--- src/rtl/subtrator_serial.sv ---
// Bit-serial N-bit subtractor, one full-subtractor cell reused N times, LSB first.
// Optional: define SUB_OVERFLOW_EN to add the signed-overflow output transbordo.
module subtrator_serial #(
   parameter int N = 4
) (
   input  logic         clk,
   input  logic         rst_n,
   input  logic         inicio,
   input  logic [N-1:0] a,
   input  logic [N-1:0] b,
   input  logic         emprestimo_entrada,
   output logic [N-1:0] diferenca,
   output logic         emprestimo_saida,
   output logic         ocupado,
`ifdef SUB_OVERFLOW_EN
   output logic         transbordo,
`endif
   output logic         concluido
);

   localparam int CW = (N > 2) ? $clog2(N) : 1;
   localparam logic [CW-1:0] LAST = CW'(N - 1);

   typedef enum logic [1:0] {
      OCIOSO,
      CALC,
      FIM
   } estado_t;

   estado_t state, next;

   logic [N-1:0]  sa;
   logic [N-1:0]  sb;
   logic          borrow;
   logic [CW-1:0] cnt;
   logic          d;
   logic          bout;
   logic          last;

`ifdef SUB_OVERFLOW_EN
   logic a_msb;
   logic b_msb;
`endif

   assign d    = sa[0] ^ sb[0] ^ borrow;
   assign bout = (~sa[0] & sb[0]) | (~(sa[0] ^ sb[0]) & borrow);
   assign last = (cnt == LAST);

   always_ff @(posedge clk or negedge rst_n) begin
      if (!rst_n) state <= OCIOSO;
      else        state <= next;
   end

   always_comb begin
      next = state;
      unique case (state)
         OCIOSO:  if (inicio) next = CALC;
         CALC:    if (last) next = FIM;
         FIM:     next = OCIOSO;
         default: next = OCIOSO;
      endcase
   end

   // sa doubles as the result register: difference bits enter at the top
   // while minuend bits leave at the bottom.
   always_ff @(posedge clk or negedge rst_n) begin
      if (!rst_n) begin
         sa               <= '0;
         sb               <= '0;
         borrow           <= 1'b0;
         cnt              <= '0;
         diferenca        <= '0;
         emprestimo_saida <= 1'b0;
         ocupado          <= 1'b0;
         concluido        <= 1'b0;
`ifdef SUB_OVERFLOW_EN
         a_msb            <= 1'b0;
         b_msb            <= 1'b0;
         transbordo       <= 1'b0;
`endif
      end else begin
         ocupado   <= (next == CALC);
         concluido <= (state == CALC) && last;
         unique case (state)
            OCIOSO: begin
               if (inicio) begin
                  sa     <= a;
                  sb     <= b;
                  borrow <= emprestimo_entrada;
                  cnt    <= '0;
`ifdef SUB_OVERFLOW_EN
                  a_msb  <= a[N-1];
                  b_msb  <= b[N-1];
`endif
               end
            end
            CALC: begin
               sa     <= {d, sa[N-1:1]};
               sb     <= {1'b0, sb[N-1:1]};
               borrow <= bout;
               cnt    <= cnt + CW'(1);
               if (last) begin
                  diferenca        <= {d, sa[N-1:1]};
                  emprestimo_saida <= bout;
`ifdef SUB_OVERFLOW_EN
                  transbordo <= (a_msb != b_msb) && (d != a_msb);
`endif
               end
            end
            default: ;
         endcase
      end
   end

endmodule

--- config.mk ---
export PLATFORM = sky130hd
export DESIGN_NAME = subtrator_serial
export DESIGN_NICKNAME = d
export VERILOG_FILES = /design/src/rtl/subtrator_serial.sv
export SDC_FILE = /design/constraint.sdc
export NUM_CORES = 1
export LEC_CHECK = 0
export CAP_MARGIN = 20
export CELL_PAD_IN_SITES_DETAIL_PLACEMENT = 0
export CELL_PAD_IN_SITES_GLOBAL_PLACEMENT = 1
export CORE_UTILIZATION = 25
export DETAILED_ROUTE_END_ITERATION = 16
export DONT_BUFFER_PORTS = 1
export PLACE_DENSITY_LB_ADDON = 0.1
export SLEW_MARGIN = 5
export SYNTH_ARGS = -nofsm -noshare
export SYNTH_HDL_FRONTEND = slang
export SYNTH_SLANG_ARGS = --single-unit
--- constraint.sdc ---
create_clock -name clk -period 2 [get_ports clk]
set_input_delay 0.3 -clock clk [delete_from_list [all_inputs] [get_ports clk]]
set_output_delay 0.3 -clock clk [all_outputs]
set_load 0.01 [all_outputs]
# Word-level counts from Yosys, hierarchy flattened
# Index checks and enable logic that the tools add are counted.
[word_totals]
elab_cells = 37
reg_bits = 20
out_inout_bits = 7
in_bits = 12
[classes]
reduce_logical = 5
muxes = 11
n_addsub = 1
bitwise = 7
n_eq_ne = 4
[op_table]
columns = ["operator", "n"]
rows = [
  ["4-bit case mux with 2 select lines", 2],
  ["4-bit two-way mux", 2],
  ["2-bit case mux with 2 select lines", 2],
  ["2-bit two-way mux", 3],
  ["2-bit by 1-bit == test with 1-bit output (second input constant)", 2],
  ["2-bit AND reduction", 2],
  ["2-bit by 1-bit adder with 2-bit output (second input constant)", 1],
  ["1-bit bitwise AND", 2],
  ["2-bit == test (second input constant)", 1],
  ["2-bit zero test", 1],
  ["2-bit inequality test (second input constant)", 1],
  ["1-bit inverter", 2],
  ["1-bit case mux with 2 select lines", 1],
  ["2-bit nonzero test", 1],
  ["1-bit bitwise XOR", 2],
  ["1-bit logical AND", 1],
  ["1-bit two-way mux", 1],
  ["1-bit OR", 1],
]

# Depth between registers and ports, before layout
# Gate-level depths: netlist of the first run.
[logic_depth]
word_depth = 5
depth_mapped = 4
depth_no_buf = 4

# Worst setup path after synthesis of the first run
# Ideal clock, no wire load.
[synth_path]
kind = "register -> register"
from = "reg sa[0]"
to = "reg sa[3]"
synth_period_minus_slack_ns = 1.335
t_arrival_ns = 1.223
setup_ns = 0.111
path_stages_with_launch = 4
path_slack_ns = 0.665
n_path_buf = 0
t_required_ns = 1.889
path_cell_list = "dfrtp_1 -> fa_1 -> inv_1 -> a222oi_1"
[synth_via]
elab_chain_cells = 3
[synth_lines]
columns = ["element", "line", "rtl"]
rows = [
  ["start: declaration", "32", "logic [N-1:0] sa;"],
  ["start signal: assignment", "98", "sa <= {d, sa[N-1:1]};"],
  ["1-bit bitwise XOR (2 in series)", "45", "assign d = sa[0] ^ sb[0] ^ borrow;"],
  ["net d", "36", "logic d;"],
  ["4-bit case mux with 2 select lines", "84", "unique case (state)"],
]
# The timed path passes the listed nets, and every way through them passes these cells.
# A chain may end at the register's enable or synchronous reset.

# Worst setup path after layout of the first run
[layout_path]
from = "reg cnt[0]"
to = "reg diferenca[3]"
[layout_via]
elab_chain_cells = 2
[layout_lines]
columns = ["element", "line", "rtl"]
rows = [
  ["start: declaration", "35", "logic [CW-1:0] cnt;"],
  ["start signal: assignment", "101", "cnt <= cnt + CW'(1);"],
  ["2-bit == test", "47", "assign last = (cnt == LAST);"],
  ["2-bit AND reduction (no source line)", "n/a", ""],
  ["end signal: assignment", "103", "diferenca <= {d, sa[N-1:1]};"],
  ["end: declaration", "12", "output logic [N-1:0] diferenca,"],
]
# No other way between the ends.

==> results of run 1 <==
## logic make-up after synthesis
family,count (synthesis),share of synthesized area [%]
DFF,20,57.1
and+or+nand+nor,13,7.42
buffers and inverters,18,11.1
adders and majority gates,2,3.71
AOI/OAI and AO/OA,13,13.1
muxes,6,7.56
## state kept, by name, summed over array words and instances, names as in the netlist
signal and flops:
borrow 1, cnt 2, concluido 1, diferenca 4, emprestimo_saida 1, ocupado 1, sa 4, sb 4
state 2
## through the flow
stage / utilization [%] / hold WS [ps] / total power [W] / cells
finish: 29.5 / 144 / 0.00171 / 122
global route: 29.5 / 159 / 0.00188 / 122
global placement: 27.2 / 4.98 / 0.00138 / 116
detailed placement: 27.2 / 5.01 / 0.00139 / 116
floorplan: - / 4.41 / 0.00128 / 72
CTS: 29.1 / 124 / 0.00175 / 121
## how the worst min path moves through the flow
stage                      start                 end  slack [ps]  depth (start not counted)
after floorplan            rst_n  borrow$_DFFE_PN0P_           4                          0
after global placement     rst_n  cnt[1]$_DFFE_PN0P_           5                          0
after detailed placement   rst_n  cnt[1]$_DFFE_PN0P_           5                          0
after CTS                 inicio   sb[3]$_DFFE_PN0P_         120                          1
after global routing      inicio   sb[3]$_DFFE_PN0P_         160                          1
final                     inicio   sb[3]$_DFFE_PN0P_         140                          1
## what timing repair did
item / CTS / global route
hold buffers: 1 / 0
hold endpoints to repair: 20 / 0
setup buffers: 0 / 0
endpoints found under the setup margin: 0 / 0
## cells in the final DEF (no fill, tap or decap)
cell type / count
inv_1: 13
buf_8: 1
nor2b_1: 2
fa_1: 1
nand3b_1: 1
o21bai_1: 1
buf_4: 3
nor2_1: 8
a21oi_1: 2
o311ai_0: 1
mux2i_1: 1
ha_1: 1
nand4bb_1: 1
bufinv_16: 1
a22o_1: 1
nand2_1: 1
clkbuf_4: 3
a222oi_1: 8
dlygate4sd3_1: 1
mux2_2: 5
dfrtp_1: 20
## cell type report
class	instances	area (sq um)
Inverter	13	48.8
Sequential cell	20	500
Tap cell	46	57.6
Timing Repair Buffer	5	47.5
Fill cell	366	2350
Clock buffer	3	22.5
Multi-Input combinational cell	34	279
Clock inverter	1	30.0
## power by group through the flow
| stage | combinational [W] | clock, W | sequential, W |
|---|---|---|---|
| after detailed placement | 0.000626 | 0 | 0.000759 |
| after global placement | 0.000623 | 0 | 0.000755 |
| after floorplan | 0.000560 | 0 | 0.000716 |
| after global routing | 0.000723 | 0.000375 | 0.000781 |
| after CTS | 0.000637 | 0.000360 | 0.000750 |
| final | 0.000625 | 0.000339 | 0.000746 |
## worst register-to-register path, cell delays in order, from the launching register on
cell and delay, ps:
dfrtp_1 410, ha_1 240, nand3b_1 310, mux2_2 380
## metal layers
layer	GRT usage [%]	wire length (microns)	up-vias	share of wire [%]
li1	-	-	258	-
met1	15.7	876	283	47
met2	18.9	868	21	47
met3	3.99	88	2	4.7
met4	3.90	20	0	1.1
met5	0	0	-	0
==> results.sh, run 1 <==
export IMPL_status="finished, final reports clean"
export IMPL_ys_top_cells_by_area="dfrtp_1 (57%), a222oi_1 (9.1%), mux2_2 (6.4%), inv_1 (5.6%), buf_6 (5.1%)"
export IMPL_grt_start_max_net_pins=21
export IMPL_r2r_end="diferenca[3]$_DFFE_PN0P_"
export IMPL_grt_use_total_pct=12.1
export IMPL_yosysWarnings=0
export IMPL_ys_seq_area_share_pct=57.1
export IMPL_reg2reg_depth=3
export IMPL_ys_dominant_reg_cell="dfrtp_1"
export IMPL_syn_to_final_growth_pct=12.4
export IMPL_clock_sinks=20
export IMPL_drt_initial_drc_count=41
export IMPL_portBuffers=0
export IMPL_leakage_nw=0.464
export IMPL_synth_seq_cells=20
export IMPL_drtAntennaViolNets=0
export IMPL_cts_tree="done"
export IMPL_start_kind="flop"
export IMPL_insertion_delay_ps=300
export IMPL_regToRegStartpoint="cnt[0]$_DFFE_PN0P_"
export IMPL_cts_buffers=3
export IMPL_vdd_ir_drop_max_v=0.000413
export IMPL_fin_area_sq_um=986
export IMPL_grt_pass1_vias=607
export IMPL_finalHoldViolations=0
export IMPL_async_reset_ff_share_pct=100
export IMPL_overflow=0
export IMPL_period_minus_slack_ps=1450
export IMPL_crit_buf_inv=0
export IMPL_max_stage_delay_ps=410
export IMPL_ys_types=18
export IMPL_crit_type="reg -> reg"
export IMPL_skew_ps=2.50
export IMPL_p_int_w=0.00112
export IMPL_worstPathMaxFanout=7
export IMPL_cp_depth=3
export IMPL_r2r_slack_ps=550
export IMPL_clk_pin_slew_worst_paths_ps=120
export IMPL_rsz0062_at_grt="no"
export IMPL_post_route_period_util_pct=72.4
export IMPL_nets=91
export IMPL_setup_viol=0
export IMPL_routed_wl_microns=1850
export IMPL_drv_slew=0
export IMPL_die_width_microns=61.2
export IMPL_switchingPower_w=0.000592
export IMPL_vias_per_cell=4.62
export IMPL_wl_per_cell_microns=15.2
export IMPL_htreeDepth=1
export IMPL_drc=0
export IMPL_power_density_nw_per_um2=1730
export IMPL_endpoint="diferenca[3]$_DFFE_PN0P_"
export IMPL_clockPowerShare_pct=19.8
export IMPL_synth_nets=86
export IMPL_antennaDiodeCount=0
export IMPL_cts_root_buffer="clkbuf_4"
export IMPL_synth_most_common_cell="dfrtp_1"
export IMPL_slowest_stage="dfrtp_1"
export IMPL_synthCells=72
export IMPL_place_gp_congestion=0.669
export IMPL_die_area_sq_um=3750
export IMPL_worstPathRequired_ps=2210
export IMPL_netSwitchingFraction_pct=34.6
export IMPL_path_cells="ha_1 > nand3b_1 > mux2_2"
export IMPL_cts_resized=0
export IMPL_core_sq_um=3340
export IMPL_grt_pass1_wl_microns=3170
export IMPL_clockBufferDepth=2
export IMPL_fmax_mhz=691
export IMPL_synth_top_area_cell="dfrtp_1"
export IMPL_vias=564
export IMPL_die_h_microns=61.2
export IMPL_start_util_pct=26.3
export IMPL_synth_area_per_cell_sq_um=12.2
export IMPL_antenna_found_initial=0
export IMPL_io_pins=19
export IMPL_synth_edf_count=0
export IMPL_post_place_ws_ps=544
export IMPL_syn_cell_area_sq_um=877
export IMPL_worst_slack_ps=553
export IMPL_crit_start="cnt[0]$_DFFE_PN0P_"
export IMPL_slew_headroom_pct=61.1
export IMPL_netlist_area_leader_share_pct=57.1
export IMPL_crit_family="flip-flops"
export IMPL_tns_ps=0
export IMPL_tightest_slew_ps=583
export IMPL_maxCapViolations=0
export IMPL_hold_class="in -> reg"
export IMPL_worst_ep_arrival_time_ps=1650
export IMPL_drive_gt1_share_pct=17.1
export IMPL_pwr_share_comb_pct=36.5
export IMPL_netlist_top_cells_count="dfrtp_1 (20), inv_1 (13), a222oi_1 (8), nor2_1 (8), mux2_2 (5)"
export IMPL_p_seq_share_pct=43.6
export IMPL_crit_path_end_kind="flop"
export IMPL_place_hpwl_microns=1270
export IMPL_num_rows=21
export IMPL_post_dp_cell_area_sq_um=908
export IMPL_drt_first_pass_iters=5
Power figures use the tool's default switching activity.
==> inputs of run 2 (changes only) <==
Clock period 2 ns to 1.3 ns, I/O delays scaled along.
==> run 2 against run 1 <==
The run now ends with setup timing left. Clock skew increased by 8.4 ps. Power grew 70%. Global-route usage decreased by 0.14 points. Via count grew 7.3%. Wire length rose by 1.7%. Sequential share of layout area is 4.9 points lower. Setup slack worse by 650 ps. Die area did not move. Clock power rose by 53%. Maximum frequency is 3.8% higher. Sequential power up 53%. Hold slack worse by 84 ps. Critical path type unchanged. Highest routed layer unchanged.
==> results.sh, run 2 (synthesized netlist as in run 1, its figures left out) <==
export IMPL_status="finished with violations"
export IMPL_failed_checks="setup timing"
export IMPL_maxCapViolations=0
export IMPL_antennaDiodeCount=0
export IMPL_cts_root_buffer="clkbuf_4"
export IMPL_die_area_sq_um=3750
export IMPL_period_minus_slack_ps=1390
export IMPL_grt_pass1_vias=636
export IMPL_routed_wl_microns=1890
export IMPL_start_util_pct=26.3
export IMPL_clockBufferDepth=2
export IMPL_worst_ep_arrival_time_ps=1610
export IMPL_nets=102
export IMPL_skew_ps=10.9
export IMPL_portBuffers=0
export IMPL_antenna_found_initial=0
export IMPL_multi_input_area_sq_um=300
export IMPL_stdcell_count=133
export IMPL_io_pins=19
export IMPL_num_rows=21
export IMPL_vias=605
export IMPL_insertion_delay_ps=310
export IMPL_crit_path_end_kind="flop"
export IMPL_layout_commonest_cell="dfrtp_1"
export IMPL_worstPathMaxFanout=2
export IMPL_seqCellArea_sq_um=502
export IMPL_place_gp_congestion=0.655
export IMPL_num_fill_cells=346
export IMPL_die_h_microns=61.2
export IMPL_leakage_nw=0.537
export IMPL_vdd_ir_drop_max_v=0.000544
export IMPL_dp_cells=125
export IMPL_cts_tree="done"
export IMPL_drv_slew=0
export IMPL_power_density_nw_per_um2=2660
export IMPL_drive_gt1_share_pct=33.3
export IMPL_tightest_slew_ps=386
export IMPL_hold_class="in -> reg"
export IMPL_clk_pin_slew_worst_paths_ps=130
export IMPL_die_width_microns=61.2
export IMPL_start_kind="flop"
export IMPL_place_hpwl_microns=1310
export IMPL_wl_per_cell_microns=14.2
export IMPL_layout_common_cells="dfrtp_1 (19), buf_4 (13), inv_1 (11), nor2_1 (8), a222oi_1 (8)"
export IMPL_clock_sinks=20
export IMPL_largestRegisters="diferenca x4, sa x4, sb x4"
export IMPL_cts_buffers=3
export IMPL_grt_start_max_net_pins=21
export IMPL_fmax_mhz=717
export IMPL_drt_initial_drc_count=37
export IMPL_crit_type="reg -> reg"
export IMPL_finalHoldViolations=0
export IMPL_setup_viol=1
export IMPL_overflow=0
export IMPL_vias_per_cell=4.55
export IMPL_grt_pass1_wl_microns=3040
export IMPL_drc=0
export IMPL_post_route_period_util_pct=107
export IMPL_core_sq_um=3340
export IMPL_syn_to_final_growth_pct=24.8
export IMPL_htreeDepth=1
export IMPL_drtAntennaViolNets=0
export IMPL_drt_first_pass_iters=5
export IMPL_worst_slack_ps=-93.8
export IMPL_final_util_pct=32.8
export IMPL_worstPathRequired_ps=1510
export IMPL_slew_headroom_pct=74.2
export IMPL_grt_use_total_pct=11.9
export IMPL_rsz0062_at_grt="yes"
## run 2: repair_timing
item / in CTS / in global routing
hold buffers: 1 / 0
hold endpoints to repair: 20 / 0
gates resized for setup: 5 / 5
endpoints found under the setup margin: 14 / 6
gates cloned: 0 / 0
pin swaps: 1 / 1
buffers inserted: 2 / 0
## run 2: cell type report
cell class	instances	share of cell area [%]
Clock inverter	1	2.74
Clock buffer	3	2.06
Timing Repair Buffer	16	12.2
Tap cell	46	5.26
Multi-Input combinational cell	34	27.4
Sequential cell	20	45.8
Inverter	13	4.46
## run 2: through the flow
stage                     setup TNS [ps]  cell area, sq um  total power [W]  worst slack, ps  hold WS, ps
after floorplan                    -7.77               877          0.00196            -7.77         -101
after global placement             -1060               976          0.00227             -104         -100
after detailed placement            -889               976          0.00227            -96.8         -100
after CTS                          -98.0              1060          0.00287            -98.0         63.6
after global routing                -219              1090          0.00314             -163         62.3
final                              -93.8              1090          0.00291            -93.8         59.9
## run 2: critical path, cell delays in order, from the launching register on
cell      delay (ps)
dfrtp_1          360
inv_2             50
fa_1             560
inv_1             50
a222oi_1         280
## run 2: final timing paths
check | start | endpoint | slack, ps | cells after the start
min in group asynchronous | rst_n | sb[2]$_DFFE_PN0P_ | 220 | 1
worst min-delay path | inicio | sb[3]$_DFFE_PN0P_ | 60 | 1
worst min register to register | sa[1]$_DFFE_PN0P_ | diferenca[0]$_DFFE_PN0P_ | 530 | 1
worst max register to register | borrow$_DFFE_PN0P_ | sa[3]$_DFFE_PN0P_ | -90 | 4
worst max-delay path | borrow$_DFFE_PN0P_ | sa[3]$_DFFE_PN0P_ | -90 | 4
max in group asynchronous | rst_n | state[1]$_DFF_PN0_ | 630 | 2
## run 2: where the power goes
part / leakage (nW) / switching (W) / internal (W)
clock network: 0.0279 / 0.000207 / 0.000312
registers: 0.233 / 0.000216 / 0.000927
logic: 0.276 / 0.000544 / 0.000702
total: 0.537 / 0.000967 / 0.00194
## run 2: layer usage
layer  vias to the layer above  wire length, microns  part of all wire, %  GRT usage (%)
li1                        282                     -                    -              -
met1                       301                   899                   48           15.0
met2                        18                   854                   45           18.5
met3                         4                    86                  4.6           2.73
met4                         0                    44                  2.3           7.79
met5                         -                     0                    0              0
==> inputs of run 3 (changes only) <==
Settings changed: CORE_UTILIZATION 25 to 40.
==> run 3 against run 2 <==
The flow still finishes with violations (setup timing). Clock power down 31%. Hold slack better by 15 ps. Wire length down 15%. Utilization up 20 points. Global-route usage up 2.8 points. First-iteration DRC count up 11%. Combinational power up 6%. Clock skew down 9.4 ps. Sequential power about the same. Setup slack better by 1.9 ps. Power down 2.5%. Largest cell class unchanged. Highest routed layer unchanged.
==> results.sh, run 3 (synthesized netlist as in run 1, its figures left out) <==
export IMPL_path_cells="inv_2 > fa_1 > buf_4 > mux2_4"
export IMPL_grt_pass1_vias=557
export IMPL_fin_area_sq_um=1060
export IMPL_die_area_sq_um=2380
export IMPL_max_stage_delay_ps=430
export IMPL_place_hpwl_microns=1090
export IMPL_clock_sinks=20
export IMPL_htreeDepth=1
export IMPL_worst_ep_arrival_time_ps=1580
export IMPL_grt_use_total_pct=14.8
export IMPL_layout_common_cells="dfrtp_1 (20), buf_4 (14), inv_1 (11), nor2_1 (8), a222oi_1 (8)"
export IMPL_drc=0
export IMPL_cts_buffers=3
export IMPL_num_rows=16
export IMPL_post_dp_cell_area_sq_um=930
export IMPL_clk_pin_slew_worst_paths_ps=110
export IMPL_status="finished with violations"
export IMPL_worstPathMaxFanout=2
export IMPL_place_gp_congestion=0.722
export IMPL_skew_ps=1.41
export IMPL_tightest_slew_ps=890
export IMPL_slew_headroom_pct=40.5
export IMPL_drtAntennaViolNets=0
export IMPL_start_util_pct=43.8
export IMPL_post_route_period_util_pct=107
export IMPL_final_util_pct=52.8
export IMPL_drt_first_pass_iters=5
export IMPL_crit_type="reg -> reg"
export IMPL_antenna_found_initial=0
export IMPL_grt_start_max_net_pins=21
export IMPL_finalPower_w=0.00283
export IMPL_core_sq_um=2000
export IMPL_rsz0062_at_grt="yes"
export IMPL_period_minus_slack_ps=1390
export IMPL_worst_slack_ps=-91.9
export IMPL_vias=589
export IMPL_dp_cells=103
export IMPL_start_kind="flop"
export IMPL_hold_class="in -> reg"
export IMPL_insertion_delay_ps=290
export IMPL_largestRegisters="diferenca x4, sa x4, sb x4"
export IMPL_overflow=0
export IMPL_syn_to_final_growth_pct=20.4
export IMPL_die_h_microns=48.8
export IMPL_power_density_nw_per_um2=2680
export IMPL_slowest_stage="fa_1"
export IMPL_timing_hold_ws_ps=75.0
export IMPL_setup_viol=2
export IMPL_cts_tree="done"
export IMPL_crit_buf_inv=2
export IMPL_vias_per_cell=5.17
export IMPL_drt_initial_drc_count=41
export IMPL_cts_root_buffer="clkbuf_4"
export IMPL_io_pins=19
export IMPL_leakage_nw=0.534
export IMPL_routed_wl_microns=1600
export IMPL_wl_per_cell_microns=14.1
export IMPL_drv_slew=0
export IMPL_clockBufferDepth=2
export IMPL_antennaDiodeCount=0
export IMPL_vdd_ir_drop_max_v=0.00122
export IMPL_failed_checks="setup timing"
export IMPL_nets=102
export IMPL_fmax_mhz=718
export IMPL_die_width_microns=48.8
export IMPL_crit_path_end_kind="flop"
export IMPL_grt_pass1_wl_microns=2600
export IMPL_drive_gt1_share_pct=33.3
export IMPL_stdcell_count=114
export IMPL_finalHoldViolations=0
export IMPL_worstPathRequired_ps=1490
export IMPL_layout_commonest_cell="dfrtp_1"
export IMPL_maxCapViolations=0
export IMPL_crit_family="adder cells"
export IMPL_portBuffers=0
## run 3: worst register-to-register path: stages (launching register included)
cell and delay, ps:
dfrtp_1 390, inv_2 70, fa_1 430, buf_4 150
mux2_4 250
## run 3: final timing paths
kind | from | endpoint | slack, ps | cells past startpoint
worst min-delay path | inicio | sb[3]$_DFFE_PN0P_ | 80 | 1
worst min register to register | sa[3]$_DFFE_PN0P_ | diferenca[2]$_DFFE_PN0P_ | 520 | 1
min in group asynchronous | rst_n | cnt[1]$_DFFE_PN0P_ | 460 | 1
worst max-delay path | sb[0]$_DFFE_PN0P_ | diferenca[3]$_DFFE_PN0P_ | -90 | 4
worst max register to register | sb[0]$_DFFE_PN0P_ | diferenca[3]$_DFFE_PN0P_ | -90 | 4
max in group asynchronous | rst_n | state[1]$_DFF_PN0_ | 300 | 1
## run 3: power breakdown
group,total [W],leakage (nW),switching [W],internal [W]
sequential,0.00115,0.234,0.000224,0.000926
clock,0.000357,0.0210,0.000187,0.000171
combinational,0.00133,0.279,0.000541,0.000787
## run 3: layer usage
layer	up-vias	wire length, microns	GRT usage [%]
met5	-	0	0
met4	0	12	7.35
met3	2	60	3.12
met2	13	740	22.2
met1	292	788	20.2
li1	282	-	-
## run 3: repair_timing
item	CTS	global route
setup endpoints to repair	15	13
endpoints found under the hold margin	20	0
pin swaps	0	1
setup buffers	1	5
hold buffers	1	0
gates resized for setup	4	5
## run 3: area by class of cell
class                      count  area, sq um
multi-input combinational     34          302
inverter                      13         48.8
clock buffer                   4         36.3
tap                           27         33.8
timing repair buffer          16          135
sequential                    20          500
fill                         203          946
## run 3: per-stage QoR
| step | setup slack, ps | setup TNS (ps) |
|---|---|---|
| finish | -91.9 | -176 |
| global route | -130 | -334 |
| CTS | -84.4 | -84.4 |
| detailed placement | -115 | -1030 |
| global placement | -87.7 | -878 |
| floorplan | -7.77 | -7.77 |
